===== src/rtl/mdu_pkg.sv =====
// Shared definitions for the multiply/divide unit: op codes, FSM state
// encodings and small op-decoding helpers.
package mdu_pkg;

  localparam logic [2:0] MDU_MUL    = 3'b000;
  localparam logic [2:0] MDU_MULH   = 3'b001;
  localparam logic [2:0] MDU_MULHSU = 3'b010;
  localparam logic [2:0] MDU_MULHU  = 3'b011;
  localparam logic [2:0] MDU_DIV    = 3'b100;
  localparam logic [2:0] MDU_DIVU   = 3'b101;
  localparam logic [2:0] MDU_REM    = 3'b110;
  localparam logic [2:0] MDU_REMU   = 3'b111;

  typedef enum logic [1:0] {
    IDLE = 2'd0,
    RUN  = 2'd1,
    FIN  = 2'd2,
    DONE = 2'd3
  } mdu_state_e;

  // Whether operand A is treated as two's complement for this op.
  function automatic logic op_a_signed(input logic [2:0] op);
    return !(op == MDU_MULHU || op == MDU_DIVU || op == MDU_REMU);
  endfunction

  // Whether operand B is treated as two's complement for this op.
  function automatic logic op_b_signed(input logic [2:0] op);
    return !(op == MDU_MULHSU || op == MDU_MULHU || op == MDU_DIVU || op == MDU_REMU);
  endfunction

endpackage


===== src/rtl/mdu_if.sv =====
// Request/response bundle between the EX stage and the MDU.
// Handshake: the master raises start with MDUOp/A/B valid; the request is
// taken on any rising edge where busy=0 (IDLE or DONE). busy stays high
// from the cycle after acceptance until the result is ready, then done
// pulses for one cycle with C valid. There is no back-pressure on done.
interface mdu_if
  import mdu_pkg::*;
#(
  parameter int WIDTH = 32
) ();
  logic             start;
  logic [2:0]       MDUOp;
  logic [WIDTH-1:0] A;
  logic [WIDTH-1:0] B;
  logic             busy;
  logic             done;
  logic [WIDTH-1:0] C;
  mdu_state_e       state_dbg;

  modport master (output start, MDUOp, A, B, input busy, done, C, state_dbg);
  modport slave  (input start, MDUOp, A, B, output busy, done, C, state_dbg);
endinterface


===== src/rtl/mdu_div_step.sv =====
// One restoring-division iteration: shift the next dividend bit into the
// partial remainder, subtract the divisor if it fits, emit the quotient bit.
module mdu_div_step #(
  parameter int WIDTH = 32
) (
  input  logic [WIDTH-1:0] rem_i,
  input  logic             bit_i,
  input  logic [WIDTH-1:0] div_i,
  output logic [WIDTH-1:0] rem_o,
  output logic             q_o
);
  logic [WIDTH:0]   shifted;
  logic [WIDTH-1:0] diff;

  assign shifted = {rem_i, bit_i};
  // When the divisor fits, shifted-div < div < 2^WIDTH, so the low bits suffice.
  assign diff    = shifted[WIDTH-1:0] - div_i;
  assign q_o     = (shifted >= {1'b0, div_i});
  assign rem_o   = q_o ? diff : shifted[WIDTH-1:0];
endmodule


===== src/rtl/mdu.sv =====
// Iterative RISC-V M-extension multiply/divide unit.
// Multiply: shift-add on operand magnitudes, sign applied at the end.
// Divide: restoring radix-2 on magnitudes, signs applied at the end.
// Build option MDU_FAST_MUL_EN: multiplies use one combinational product
// and skip the RUN phase; divides are unaffected.
module mdu
  import mdu_pkg::*;
#(
  parameter int WIDTH = 32,
  parameter int CNT_W = 6
) (
  input logic  clk,
  input logic  rst,
  mdu_if.slave bus
);
  localparam int W2 = 2 * WIDTH;

  mdu_state_e       state_q, state_d;
  logic [CNT_W-1:0] cnt_q, cnt_d;
  logic [2:0]       op_q, op_d;
  logic [WIDTH-1:0] mag_q, mag_d;     // multiplicand or divisor magnitude
  logic [W2-1:0]    acc_q, acc_d;     // {hi, lo} product or {remainder, quotient}
  logic             neg_q, neg_d;     // product / quotient sign
  logic             rneg_q, rneg_d;   // remainder sign
  logic [WIDTH-1:0] c_q, c_d;

  logic             a_neg, b_neg;
  logic [WIDTH-1:0] a_mag, b_mag;
  logic             b_zero, sgn_ovf;
  logic [WIDTH:0]   mul_sum;
  logic [W2-1:0]    mul_next, div_next;
  logic [WIDTH-1:0] step_rem;
  logic             step_q;
  logic [W2-1:0]    prod_s;
  logic [WIDTH-1:0] quo_s, rem_s, fin_res;

  assign a_neg   = op_a_signed(bus.MDUOp) & bus.A[WIDTH-1];
  assign b_neg   = op_b_signed(bus.MDUOp) & bus.B[WIDTH-1];
  assign a_mag   = a_neg ? -bus.A : bus.A;
  assign b_mag   = b_neg ? -bus.B : bus.B;
  assign b_zero  = (bus.B == '0);
  assign sgn_ovf = bus.MDUOp[2] & ~bus.MDUOp[0] & (bus.A == {1'b1, {(WIDTH-1){1'b0}}}) & (&bus.B);

  // Shift-add: add the multiplicand into the high half when the LSB is set,
  // then shift the whole product right by one.
  assign mul_sum  = {1'b0, acc_q[W2-1:WIDTH]} + (acc_q[0] ? {1'b0, mag_q} : '0);
  assign mul_next = {mul_sum, acc_q[WIDTH-1:1]};

  mdu_div_step #(.WIDTH(WIDTH)) u_div_step (
    .rem_i (acc_q[W2-1:WIDTH]),
    .bit_i (acc_q[WIDTH-1]),
    .div_i (mag_q),
    .rem_o (step_rem),
    .q_o   (step_q)
  );
  assign div_next = {step_rem, acc_q[WIDTH-2:0], step_q};

  assign prod_s = neg_q  ? -acc_q             : acc_q;
  assign quo_s  = neg_q  ? -acc_q[WIDTH-1:0]  : acc_q[WIDTH-1:0];
  assign rem_s  = rneg_q ? -acc_q[W2-1:WIDTH] : acc_q[W2-1:WIDTH];

  // Final result selection by operation.
  always_comb begin
    fin_res = prod_s[WIDTH-1:0];
    case (op_q)
      MDU_MULH, MDU_MULHSU, MDU_MULHU: fin_res = prod_s[W2-1:WIDTH];
      MDU_DIV, MDU_DIVU:               fin_res = quo_s;
      MDU_REM, MDU_REMU:               fin_res = rem_s;
      default:                         fin_res = prod_s[WIDTH-1:0];
    endcase
  end

  // Next-state and datapath update.
  always_comb begin
    state_d = state_q;
    cnt_d   = cnt_q;
    op_d    = op_q;
    mag_d   = mag_q;
    acc_d   = acc_q;
    neg_d   = neg_q;
    rneg_d  = rneg_q;
    c_d     = c_q;
    case (state_q)
      IDLE, DONE: begin
        if (state_q == DONE) state_d = IDLE;
        if (bus.start) begin
          op_d   = bus.MDUOp;
          cnt_d  = '0;
          neg_d  = a_neg ^ b_neg;
          rneg_d = a_neg;
          if (bus.MDUOp[2]) begin
            mag_d = b_mag;
            acc_d = {{WIDTH{1'b0}}, a_mag};
          end else begin
            mag_d = a_mag;
            acc_d = {{WIDTH{1'b0}}, b_mag};
          end
          if (bus.MDUOp[2] && b_zero) begin
            c_d     = bus.MDUOp[1] ? bus.A : '1;
            state_d = DONE;
          end else if (sgn_ovf) begin
            c_d     = bus.MDUOp[1] ? '0 : bus.A;
            state_d = DONE;
          end else begin
`ifdef MDU_FAST_MUL_EN
            if (!bus.MDUOp[2]) begin
              acc_d   = W2'(a_mag) * W2'(b_mag);
              state_d = FIN;
            end else begin
              state_d = RUN;
            end
`else
            state_d = RUN;
`endif
          end
        end
      end
      RUN: begin
        acc_d = op_q[2] ? div_next : mul_next;
        cnt_d = cnt_q + CNT_W'(1);
        if (cnt_q == CNT_W'(WIDTH - 1)) state_d = FIN;
      end
      FIN: begin
        c_d     = fin_res;
        state_d = DONE;
      end
      default: state_d = IDLE;
    endcase
  end

  // State and datapath registers with synchronous reset.
  always_ff @(posedge clk) begin
    if (rst) begin
      state_q <= IDLE;
      cnt_q   <= '0;
      op_q    <= '0;
      mag_q   <= '0;
      acc_q   <= '0;
      neg_q   <= 1'b0;
      rneg_q  <= 1'b0;
      c_q     <= '0;
    end else begin
      state_q <= state_d;
      cnt_q   <= cnt_d;
      op_q    <= op_d;
      mag_q   <= mag_d;
      acc_q   <= acc_d;
      neg_q   <= neg_d;
      rneg_q  <= rneg_d;
      c_q     <= c_d;
    end
  end

  assign bus.busy      = (state_q == RUN) || (state_q == FIN);
  assign bus.done      = (state_q == DONE);
  assign bus.C         = c_q;
  assign bus.state_dbg = state_q;
endmodule


===== src/flat_wrapper.sv =====
// flat-port wrapper written by rule: the top's interface ports become plain ports
module mdu_flat import mdu_pkg::*;
#(
  parameter int WIDTH = 32,
  parameter int CNT_W = 6
)
  (clk, rst, bus_start, bus_MDUOp, bus_A, bus_B, bus_busy, bus_done, bus_C, bus_state_dbg);
  mdu_if #(.WIDTH(WIDTH)) bus_i ();
  input logic clk;
  input logic rst;
  input wire logic [$bits(bus_i.start)-1:0] bus_start;
  input wire logic [$bits(bus_i.MDUOp)-1:0] bus_MDUOp;
  input wire logic [$bits(bus_i.A)-1:0] bus_A;
  input wire logic [$bits(bus_i.B)-1:0] bus_B;
  output wire logic [$bits(bus_i.busy)-1:0] bus_busy;
  output wire logic [$bits(bus_i.done)-1:0] bus_done;
  output wire logic [$bits(bus_i.C)-1:0] bus_C;
  output wire logic [$bits(bus_i.state_dbg)-1:0] bus_state_dbg;
  assign bus_i.start = bus_start;
  assign bus_i.MDUOp = bus_MDUOp;
  assign bus_i.A = bus_A;
  assign bus_i.B = bus_B;
  assign bus_busy = bus_i.busy;
  assign bus_done = bus_i.done;
  assign bus_C = bus_i.C;
  assign bus_state_dbg = bus_i.state_dbg;
  mdu #(.WIDTH(WIDTH), .CNT_W(CNT_W)) u_core (.clk(clk), .rst(rst), .bus(bus_i));
endmodule

===== config.mk =====
export PLATFORM = sky130hd
export DESIGN_NAME = mdu_flat
export DESIGN_NICKNAME = d
export VERILOG_FILES = /design/src/rtl/mdu_pkg.sv /design/src/rtl/mdu_if.sv /design/src/rtl/mdu_div_step.sv /design/src/rtl/mdu.sv /design/src/flat_wrapper.sv
export SDC_FILE = /design/constraint.sdc
export NUM_CORES = 1
export LEC_CHECK = 0
export BUFFER_PORTS_ARGS = -buffer_cell sky130_fd_sc_hd__buf_2
export CORE_MARGIN = 2
export CORE_UTILIZATION = 55
export CTS_CLUSTER_SIZE = 24
export DETAILED_ROUTE_END_ITERATION = 8
export GPL_ROUTABILITY_DRIVEN = 0
export HOLD_SLACK_MARGIN = 0.1
export PLACE_DENSITY = 0.82
export RECOVER_POWER = 100
export SLEW_MARGIN = 15
export SYNTH_ARGS = -nofsm -noshare
export SYNTH_HDL_FRONTEND = slang
export SYNTH_SLANG_ARGS = --single-unit

===== constraint.sdc =====
create_clock -name clk -period 9.5 [get_ports clk]
set_input_delay 0 -clock clk [delete_from_list [all_inputs] [get_ports clk]]
set_output_delay 0 -clock clk [all_outputs]
set_load 0.05 [all_outputs]

[After elaboration in Yosys (flattened, before gate mapping)]
Cells that the tools add are included.
Cells by class
  add/subtract/negate cells: 8
  magnitude comparators: 1
  equality and inequality tests: 20
  muxes and demuxes: 27
  bitwise logic cells: 7
  reductions and logical operators: 22
Operator list (count)
  32-bit two-way mux: 13
  64-bit two-way mux: 3
  32-bit negation: 4
  64-bit case mux with 2 select lines: 1
  32-bit case mux with 3 select lines: 1
  64-bit negation: 1
  32-bit case mux with 2 select lines: 1
  32-bit by 33-bit adder with 33-bit output: 1
  33-bit by 32-bit >= comparator with 1-bit output: 1
  32-bit equality test (second input constant): 1
  32-bit logical NOT: 1
  32-bit AND reduction: 1
  32-bit subtractor: 1
  3-bit equality test (second input constant): 6
  3-bit by 2-bit equality test with 1-bit output (second input constant): 4
  6-bit case mux with 2 select lines: 1
  2-bit two-way mux: 5
  6-bit by 1-bit adder with 6-bit output (second input constant): 1
  6-bit by 5-bit equality test with 1-bit output (second input constant): 1
  1-bit logical OR: 6
  6-bit two-way mux: 1
  2-bit case mux with 3 select lines: 1
  2-bit AND reduction: 3
  2-bit OR reduction: 3
  other kinds (16): 23
Word-level totals
  register bits: 141
  bits of input ports: 70
  output and inout bits: 36
  logic and storage cells: 93

[Longest topological paths before layout]
Gate-level depths: netlist of the first run.
  word-level depth: 10
  mapped depth: 15
  gate-level depth less buffers: 14

[Hierarchy]
From an unflattened synthesis of the first run, not the netlist that was laid out.
Unflattened totals
  cells, all modules: 2160
  area, all modules: 15668.8 µm²
Modules (own cells, without submodules)
  mdu: times used 1, cells an instance 1837, area each 13337.8 µm², seq. area each 2822.7 µm²
  mdu_div_step: times used 1, cells an instance 323, area each 2331.0 µm², seq. area each 0.0 µm²

[Worst setup path before layout of the first run]
Ideal clock, no wire load.
  path kind: flip-flop to flip-flop
  start point: reg u_core.acc_q[0]
  end point: reg u_core.acc_q[61]
  library setup time: 0.132 ns
  arrival time: 3.087 ns
  data required time: 9.368 ns
  setup slack: 6.281 ns
  stages on the path, launching flop included: 15
  path buffers: 1
  period minus slack after synthesis: 3.219 ns
  cell sequence: dfxtp_1 -> inv_1 -> clkbuf_1 -> nor2_1 -> ha_1 -> o21a_1 -> nor2_1 -> or3b_2 -> o21ai_0 -> o211ai_1 -> and3b_1 -> o41ai_1 -> nand2_1 -> nand3b_1 -> o211ai_1
On the way
  longest elaborated chain between the ends: 4
Ends and longest elaborated chain
  start: declaration: line mdu.sv:22  | logic [W2-1:0] acc_q, acc_d;
  start signal: assignment: line mdu.sv:138  | acc_q <= '0;
  start signal: assignment: line mdu.sv:147  | acc_q <= acc_d;
  32-bit two-way mux: line mdu.sv:46  | assign mul_sum = {1'b0, acc_q[W2-1:WIDTH]} + (acc_q[0] ? {1'b0, mag_q} : '0);
  32-bit by 33-bit adder with 33-bit output: line mdu.sv:46
  64-bit two-way mux: line mdu.sv:119  | acc_d = op_q[2] ? div_next : mul_next;
  64-bit case mux with 2 select lines: line mdu.sv:83  | case (state_q)
Every way passes these cells.
A chain may end at the register's enable or synchronous reset.

[Worst setup path in the final report of the first run]
  start point: reg u_core.acc_q[41]
  end point: reg u_core.acc_q[58]
On the way
  longest elaborated chain between the ends: 4
  elaborated cells between the ends (all ways): 6
  classes of those cells: add/sub (2); order compare (1); mux (3)
Ends and longest elaborated chain
  32-bit subtractor / 33-bit by 32-bit >= comparator with 1-bit output (equally long branches): line mdu_div_step.sv:17, mdu_div_step.sv:18
  32-bit two-way mux: line mdu_div_step.sv:19  | assign rem_o = q_o ? diff : shifted[WIDTH-1:0];
  64-bit two-way mux (*): line mdu.sv:119
  64-bit case mux with 2 select lines (*): line mdu.sv:83
Every way passes the cells marked *; elsewhere a longest branch is shown, timed or not.

==> results of run 1 <==
layout make-up:
| cell class | instances | share of cell area [%] |
|---|---|---|
| well taps | 341 | 2.67 |
| inverters | 67 | 1.57 |
| multi-input cells | 1707 | 69.8 |
| clock inverters | 15 | 1.12 |
| flip-flops and latches | 141 | 17.7 |
| repair buffers | 137 | 4.51 |
| clock buffers | 17 | 2.66 |
through the flow:
step | hold WS (ns) | cells | total power [mW]
2_1_floorplan | 0.136 | 2067 | 2.54
3_3_place_gp | 0.295 | 2383 | 3.09
3_5_place_dp | 0.307 | 2383 | 3.14
4_1_cts | 0.105 | 2425 | 3.86
5_1_grt | 0.153 | 2425 | 4.12
6_report | 0.119 | 2425 | 3.95
cell usage in the layout, fill, tap and decap left out, drive strengths merged, types with 8 or more instances in the layout:
| master | count |
|---|---|
| or3 | 24 |
| or2 | 9 |
| a21o | 30 |
| xnor2 | 94 |
| o221ai | 24 |
| o31ai | 28 |
| and3 | 10 |
| nand4 | 19 |
| a211oi | 71 |
| mux2 | 27 |
| nand3 | 31 |
| or4 | 14 |
| o21a | 13 |
| buf | 84 |
| ha | 73 |
| clkbuf | 60 |
| a22oi | 13 |
| xor2 | 79 |
| nor3 | 48 |
| and2 | 11 |
| o41ai | 14 |
| dfxtp | 141 |
| nand2b | 19 |
| inv | 74 |
| maj3 | 27 |
| a31oi | 17 |
| a22o | 14 |
| nor2 | 244 |
| o21ai | 132 |
| a311oi | 8 |
| o211ai | 42 |
| nor2b | 13 |
| dlygate4sd3 | 10 |
| mux2i | 51 |
| a21oi | 191 |
| nand2 | 212 |
| nor3b | 11 |
| nor4 | 21 |
kinds of logic (layout without fill, tap and decap cells):
logic type | Yosys count | in the layout | share of synthesized area [%]
buffers and inverters | 219 | 236 | 6.02
xor gates and xnor gates | 173 | 173 | 10.2
muxes | 78 | 78 | 5.47
and+or+nand+nor | 710 | 710 | 23.2
adders and majority gates | 102 | 102 | 8.22
DFF | 141 | 141 | 19.0
AOI/OAI and AO/OA | 644 | 644 | 28.0
state kept, by name (all words and copies together) (netlist names):
signal and count:
u_core.mag_q 32, u_core.op_q 3, u_core.acc_q 64, u_core.cnt_q 6, u_core.bus.C 32, u_core.bus.state_dbg 2
u_core.rneg_q 1, u_core.neg_q 1
routing by layer:
metal / global-route usage (%) / up-vias / share of wire (%)
met1: 49.5 / 7593 / 38
met5: 0 / - / 0
li1: - / 7511 / -
met3: 7.41 / 283 / 14
met4: 22.9 / 0 / 7.7
met2: 55.2 / 1352 / 41
path summary, 6_finish.rpt:
check / start / end / depth (start not counted)
setup / recovery: u_core.acc_q[41] / u_core.acc_q[58] / 11
hold / removal: bus_B[3] / u_core.mag_q[3] / 5
hold reg to reg: u_core.mag_q[29] / u_core.mag_q[29] / 2
setup reg to reg: u_core.acc_q[41] / u_core.acc_q[58] / 11
power by group:
group	internal, mW	switching, mW	total (mW)
Combinational	0.756	1.52	2.28
Clock	0.398	0.320	0.717
Sequential	0.729	0.229	0.958
Total	1.88	2.07	3.95
worst reg2reg max path, stage by stage, from the launching register on:
cell	delay, ns
dfxtp_1	0.67
ha_1	0.40
a2111oi_0	0.46
o2bb2ai_1	0.19
a21oi_1	0.13
nor3_1	0.53
o21ai_0	0.38
a21oi_4	0.23
clkbuf_1	1.74
nor2_1	0.31
a222oi_1	0.41
o21ai_0	0.15
Yosys cell counts (all sizes together) (4+ instances only):
cell	instances
o211ai	42
nand3	31
ha	73
o21a	13
a21o	30
mux2	27
or3	24
a22oi	13
maj3	27
nand4	19
and2	11
nor3b	11
nor4b	4
o22ai	6
xnor2	94
buf	34
a22o	14
nor3	48
o31a	4
inv	67
nand2b	19
and3	10
or3b	4
xor2	79
a311oi	8
or2	9
nor2	244
a221oi	5
nor2b	13
o21bai	6
nand3b	6
a211oi	71
mux2i	51
o41ai	14
o31ai	28
o21ai	132
a21oi	191
nand2	212
clkbuf	118
nor4	21
or4	14
o221ai	24
dfxtp	141
a31oi	17
==> metrics.txt, run 1 <==
# TYPE chip_impl_metric gauge
chip_impl_metric{name="worstMarginPinSlew",unit="ns"} 2.42
chip_impl_metric{name="final_min_period_over_clock_period",unit="%"} 60.0
chip_impl_metric{name="fillCellCount",unit=""} 2347
chip_impl_metric{name="critical_path.n_buffers_inverters",unit=""} 1
chip_impl_metric{name="ff_to_ff_setup_slack",unit="ns"} 3.80
chip_impl_metric{name="holdBufCountCts",unit=""} 10
chip_impl_info{name="path_cells",value="ha_1 -> a2111oi_0 -> o2bb2ai_1 -> a21oi_1 -> nor3_1 -> o21ai_0 -> a21oi_4 -> clkbuf_1 -> nor2_1 -> a222oi_1 -> o21ai_0"} 1
chip_impl_metric{name="synth-edff-count",unit=""} 0
chip_impl_metric{name="cts_bufs_inserted",unit=""} 17
chip_impl_metric{name="wl_per_cell",unit="um"} 22.4
chip_impl_metric{name="post-cts-setup-buffer-count",unit=""} 0
chip_impl_metric{name="remaining_drc_errors",unit=""} 3
chip_impl_metric{name="yosys_warnings",unit=""} 0
chip_impl_metric{name="gr-total-overflow",unit=""} 0
chip_impl_metric{name="drt-vias-per-instance",unit=""} 6.90
chip_impl_metric{name="area_delta_synth_final",unit="%"} 7.46
chip_impl_metric{name="post_cts.resized_instances",unit=""} 0
chip_impl_metric{name="num-nets-final",unit=""} 2216
chip_impl_metric{name="mappedNetlistNets",unit=""} 2212
chip_impl_info{name="cp_common_cell",value="o21ai_0"} 1
chip_impl_info{name="cts_root_buffer",value="clkbuf_16"} 1
chip_impl_metric{name="clkSlewWorstSetupHoldPaths",unit="ns"} 0.08
chip_impl_info{name="ys.flop_type",value="dfxtp_1"} 1
chip_impl_info{name="largest_area_contributor_in_the_netlist",value="dfxtp_1"} 1
chip_impl_metric{name="total_via_count_after_detailed_routing",unit=""} 16700
chip_impl_metric{name="layout-drive-gt1-share",unit="%"} 9.02
chip_impl_metric{name="global_route_wire_length_before_repair",unit="um"} 83400
chip_impl_metric{name="number_of_drc_markers_in_iteration_0",unit=""} 2923
chip_impl_metric{name="netlist_area",unit="um2"} 14900
chip_impl_metric{name="register_area",unit="um2"} 2830
chip_impl_info{name="cp-start-kind",value="flip-flop"} 1
chip_impl_metric{name="fin_crit",unit="ns"} 5.70
chip_impl_metric{name="detailedRoute.firstPassIterationCount",unit=""} 9
chip_impl_metric{name="number_of_antenna_violations_at_the_first_check_in_global_routing",unit=""} 0
chip_impl_metric{name="clock_insertion_delay_at_the_later_pin_of_the_skew_report",unit="ns"} 0.44
chip_impl_metric{name="antenna_left",unit=""} 0
chip_impl_info{name="grt_setup_unrepaired",value="no"} 1
chip_impl_info{name="endpoint_class_of_the_critical_path",value="flip-flop"} 1
chip_impl_metric{name="postSynth.asyncResetShare",unit="%"} 0
chip_impl_metric{name="placed_cell_area",unit="um2"} 15400
chip_impl_metric{name="worstPathRequired",unit="ns"} 9.81
chip_impl_metric{name="port-buffer-count",unit=""} 105
chip_impl_metric{name="power.density",unit="nW/um2"} 247
chip_impl_metric{name="dp_slack",unit="ns"} 5.57
chip_impl_info{name="failed_checks",value="design-rule violations, max-capacitance violations, max-slew violations"} 1
chip_impl_metric{name="yosys_register_bits",unit=""} 141
chip_impl_metric{name="ios",unit=""} 106
chip_impl_metric{name="h-tree-depth",unit=""} 4
chip_impl_metric{name="yosys.area.top_type_share",unit="%"} 19.0
chip_impl_metric{name="max_freq",unit="GHz"} 0.176
chip_impl_metric{name="finalCoreUtilization",unit="%"} 59.7
chip_impl_info{name="holdCritPathClass",value="input port to flip-flop"} 1
chip_impl_metric{name="clockBufferDepth",unit=""} 2
chip_impl_metric{name="setup_viol_count_final",unit=""} 0
chip_impl_metric{name="worst_ir_drop_vdd",unit="mV"} 0.280
chip_impl_metric{name="hold_violations",unit=""} 0
chip_impl_info{name="crit_path_top_delay_cell",value="clkbuf_1"} 1
chip_impl_metric{name="die_y",unit="um"} 169
chip_impl_metric{name="synth_area_per_cell",unit="um2"} 7.20
chip_impl_metric{name="timing.setup.tns",unit="ns"} 0
chip_impl_metric{name="cp_slowest_stage_delay",unit="ns"} 1.74
chip_impl_metric{name="maxSlewViolCount",unit=""} 277
chip_impl_metric{name="cap_viol_max_count",unit=""} 7
chip_impl_metric{name="pin_count_of_the_biggest_net_entering_global_routing",unit=""} 96
chip_impl_metric{name="start_util",unit="%"} 55.6
chip_impl_info{name="path_class",value="flip-flop to flip-flop"} 1
chip_impl_metric{name="core_area",unit="um2"} 26800
chip_impl_info{name="tritoncts",value="done"} 1
chip_impl_metric{name="core.rowCount",unit=""} 60
chip_impl_metric{name="postRouteWirelength",unit="um"} 54300
chip_impl_info{name="status",value="complete, but fails checks"} 1
chip_impl_metric{name="ys_types",unit=""} 91
chip_impl_metric{name="crit_fanout",unit=""} 38
chip_impl_metric{name="antenna_cells_inserted",unit=""} 0
chip_impl_metric{name="critical_path_arrival",unit="ns"} 6.01
chip_impl_metric{name="finalClockSkew",unit="ns"} 0.0132
chip_impl_metric{name="number_of_global_route_vias_before_repair",unit=""} 14900
chip_impl_metric{name="syn_inst",unit=""} 2067
chip_impl_metric{name="die_area",unit="um2"} 28400
chip_impl_metric{name="track_usage",unit="%"} 37.1
chip_impl_metric{name="cts_num_sinks",unit=""} 141
chip_impl_metric{name="worst_slew_margin_rel",unit="%"} -61.5
chip_impl_metric{name="fp.dieW",unit="um"} 169
chip_impl_info{name="critical-path-top-delay-family",value="compound AO/OA/AOI/OAI gates"} 1
chip_impl_metric{name="stdcell_area",unit="um2"} 16000
chip_impl_metric{name="finalWorstSetupSlack",unit="ns"} 3.80
chip_impl_info{name="synthTopCellsByArea",value="dfxtp_1 (19%), a21oi_1 (6.4%), ha_1 (6.1%)"} 1
chip_impl_metric{name="leakage",unit="nW"} 6.33
chip_impl_metric{name="ys_seq_area_share",unit="%"} 19.0
chip_impl_metric{name="dp_hpwl",unit="um"} 39400
chip_impl_metric{name="multiInputGateArea",unit="um2"} 11200
(Power assumes the default switching activity.)
==> inputs of run 2 (changes only) <==
- clock period: 9.5 -> 5.45 ns (I/O delays scaled with it)
==> run 2 against run 1 <==
The run still ends with design-rule violations, max-capacitance violations, max-slew violations left; final cell count up 0.21%; clock skew shrank 0.0025 ns; via count increased by 0.96%; wire length decreased by 0.13%; flip-flop and latch count did not move; combinational power rose by 74%; clock power grew 77%; setup slack worse by 3.1 ns; power increased by 75%; global-route usage shrank 0.26 points.
==> metrics.txt, run 2 (synthesis gave the netlist of run 1 again) <==
# TYPE chip_impl_metric gauge
chip_impl_metric{name="number_of_drc_markers_in_iteration_0",unit=""} 2828
chip_impl_metric{name="detailroute.wirelength.met3",unit="um"} 7190
chip_impl_metric{name="start_util",unit="%"} 55.6
chip_impl_info{name="grt_setup_unrepaired",value="no"} 1
chip_impl_metric{name="number_of_antenna_violations_at_the_first_check_in_global_routing",unit=""} 0
chip_impl_metric{name="track_usage",unit="%"} 36.9
chip_impl_info{name="endpoint_class_of_the_critical_path",value="flip-flop"} 1
chip_impl_metric{name="leakage",unit="nW"} 6.35
chip_impl_metric{name="cts_bufs_inserted",unit=""} 17
chip_impl_metric{name="worstPathRequired",unit="ns"} 5.80
chip_impl_metric{name="clkSlewWorstSetupHoldPaths",unit="ns"} 0.07
chip_impl_metric{name="met1Wirelength",unit="um"} 20700
chip_impl_metric{name="antenna_left",unit=""} 0
chip_impl_info{name="cts_root_buffer",value="clkbuf_16"} 1
chip_impl_info{name="cp_common_cell",value="mux2i_1"} 1
chip_impl_metric{name="detailedRoute.firstPassIterationCount",unit=""} 9
chip_impl_metric{name="crit_fanout",unit=""} 24
chip_impl_metric{name="critical_path_arrival",unit="ns"} 5.05
chip_impl_info{name="highest-signal-layer",value="met4"} 1
chip_impl_metric{name="worst_slew_margin_rel",unit="%"} -50.4
chip_impl_metric{name="pin_count_of_the_biggest_net_entering_global_routing",unit=""} 74
chip_impl_info{name="crit_path_top_delay_cell",value="clkbuf_2"} 1
chip_impl_metric{name="area_delta_synth_final",unit="%"} 7.81
chip_impl_metric{name="finalWorstSetupSlack",unit="ns"} 0.747
chip_impl_metric{name="h-tree-depth",unit=""} 4
chip_impl_metric{name="core.rowCount",unit=""} 60
chip_impl_metric{name="antenna_cells_inserted",unit=""} 0
chip_impl_info{name="cp-start-kind",value="flip-flop"} 1
chip_impl_info{name="path_cells",value="ha_1 -> a2111oi_0 -> o2bb2ai_1 -> a21oi_1 -> nor3_1 -> o21ai_0 -> a21oi_4 -> clkbuf_2 -> mux2i_1 -> mux2i_1 -> a22o_1"} 1
chip_impl_info{name="timing.hold.worst.start",value="bus_A[11]"} 1
chip_impl_metric{name="remaining_drc_errors",unit=""} 13
chip_impl_metric{name="fin_crit",unit="ns"} 4.70
chip_impl_metric{name="max_freq",unit="GHz"} 0.213
chip_impl_metric{name="largest_register_ffs",unit=""} 64
chip_impl_metric{name="final_min_period_over_clock_period",unit="%"} 86.3
chip_impl_metric{name="hold_violations",unit=""} 0
chip_impl_metric{name="postRouteWirelength",unit="um"} 54200
chip_impl_metric{name="holdBufCountCts",unit=""} 10
chip_impl_info{name="holdCritPathClass",value="input port to flip-flop"} 1
chip_impl_info{name="most-common-layout-cells",value="nor2_1 (242), nand2_1 (211), a21oi_1 (190)"} 1
chip_impl_metric{name="core_area",unit="um2"} 26800
chip_impl_info{name="tritoncts",value="done"} 1
chip_impl_metric{name="clock_insertion_delay_at_the_later_pin_of_the_skew_report",unit="ns"} 0.45
chip_impl_info{name="critical-path-top-delay-family",value="compound AO/OA/AOI/OAI gates"} 1
chip_impl_metric{name="critical_path.n_buffers_inverters",unit=""} 1
chip_impl_metric{name="gr-total-overflow",unit=""} 0
chip_impl_metric{name="die_y",unit="um"} 169
chip_impl_metric{name="drt-vias-per-instance",unit=""} 6.95
chip_impl_metric{name="cap_viol_max_count",unit=""} 5
chip_impl_metric{name="number_of_global_route_vias_before_repair",unit=""} 15000
chip_impl_metric{name="dp_slack",unit="ns"} 1.20
chip_impl_metric{name="wl_per_cell",unit="um"} 22.3
chip_impl_info{name="failed_checks",value="design-rule violations, max-capacitance violations, max-slew violations"} 1
chip_impl_metric{name="post_cts.resized_instances",unit=""} 0
chip_impl_metric{name="worstMarginPinSlew",unit="ns"} 2.26
chip_impl_metric{name="route.met2.wl",unit="um"} 22200
chip_impl_metric{name="total_via_count_after_detailed_routing",unit=""} 16900
chip_impl_metric{name="timing.setup.tns",unit="ns"} 0
chip_impl_info{name="worstSetupStartpoint",value="u_core.acc_q[41]"} 1
chip_impl_metric{name="power.density",unit="nW/um2"} 430
chip_impl_metric{name="clockBufferDepth",unit=""} 2
chip_impl_metric{name="ios",unit=""} 106
chip_impl_metric{name="worst_ir_drop_vdd",unit="mV"} 0.578
chip_impl_metric{name="die_area",unit="um2"} 28400
chip_impl_metric{name="finalClockSkew",unit="ns"} 0.0107
chip_impl_metric{name="dp_hpwl",unit="um"} 39700
chip_impl_info{name="mostFrequentLayoutCell",value="nor2_1"} 1
chip_impl_metric{name="num-nets-final",unit=""} 2221
chip_impl_metric{name="post-cts-setup-buffer-count",unit=""} 0
chip_impl_info{name="largest-register",value="u_core.acc_q"} 1
chip_impl_info{name="startpoint_of_the_worst_register_to_register_path",value="u_core.acc_q[41]"} 1
chip_impl_metric{name="setup_viol_count_final",unit=""} 0
chip_impl_metric{name="global_route_wire_length_before_repair",unit="um"} 82800
chip_impl_info{name="status",value="complete, but fails checks"} 1
chip_impl_metric{name="layout-drive-gt1-share",unit="%"} 9.19
chip_impl_metric{name="maxSlewViolCount",unit=""} 186
chip_impl_metric{name="cp_slowest_stage_delay",unit="ns"} 0.66
chip_impl_metric{name="cts_num_sinks",unit=""} 141
chip_impl_metric{name="finalPower",unit="mW"} 6.90
chip_impl_metric{name="fp.dieW",unit="um"} 169
chip_impl_info{name="path_class",value="flip-flop to flip-flop"} 1
chip_impl_metric{name="port-buffer-count",unit=""} 105
-- run 2: worst paths after layout --
kind	endpoint	slack, ns	cells after the start
max	u_core.acc_q[39]	0.75	11
min	u_core.bus.C[11]	0.09	5
max reg2reg	u_core.acc_q[39]	0.75	11
min reg2reg	u_core.mag_q[19]	0.45	2
-- run 2: worst min-delay path: cells and delay by family --
family / cells / cell delay, ns
compound gates: 3 / 0.28
buf+inv: 1 / 0.13
simple gates: 1 / 0.08
-- run 2: per-layer routing --
layer | GRT usage, % | vias to the layer above
met2 | 53.9 | 1247
met4 | 22.5 | 0
met5 | 0.174 | -
li1 | - | 7521
met3 | 9.21 | 279
met1 | 48.8 | 7853
-- run 2: layout make-up --
type	instances	area [um2]
Sequential cell	141	2830
Tap cell	341	427
Clock buffer	17	425
Clock inverter	15	199
Multi-Input combinational cell	1707	11200
Fill cell	2398	10700
Inverter	67	251
Timing Repair Buffer	142	763
-- run 2: stage by stage --
stage | area (um2) | cells | util, % | hold slack (ns)
after floorplan | 14900 | 2067 | - | 0.136
after global placement | 15400 | 2388 | 57.6 | 0.285
after detailed placement | 15400 | 2388 | 57.6 | 0.292
after CTS | 16200 | 2430 | 60.3 | 0.103
after global routing | 16100 | 2430 | 59.9 | 0.132
final | 16100 | 2430 | 59.9 | 0.0903
-- run 2: where the power goes --
part / switching [mW] / internal [mW] / leakage, nW
logic: 2.64 / 1.32 / 4.90
registers: 0.398 / 1.27 / 1.15
clock network: 0.566 / 0.703 / 0.300
total: 3.60 / 3.29 / 6.35
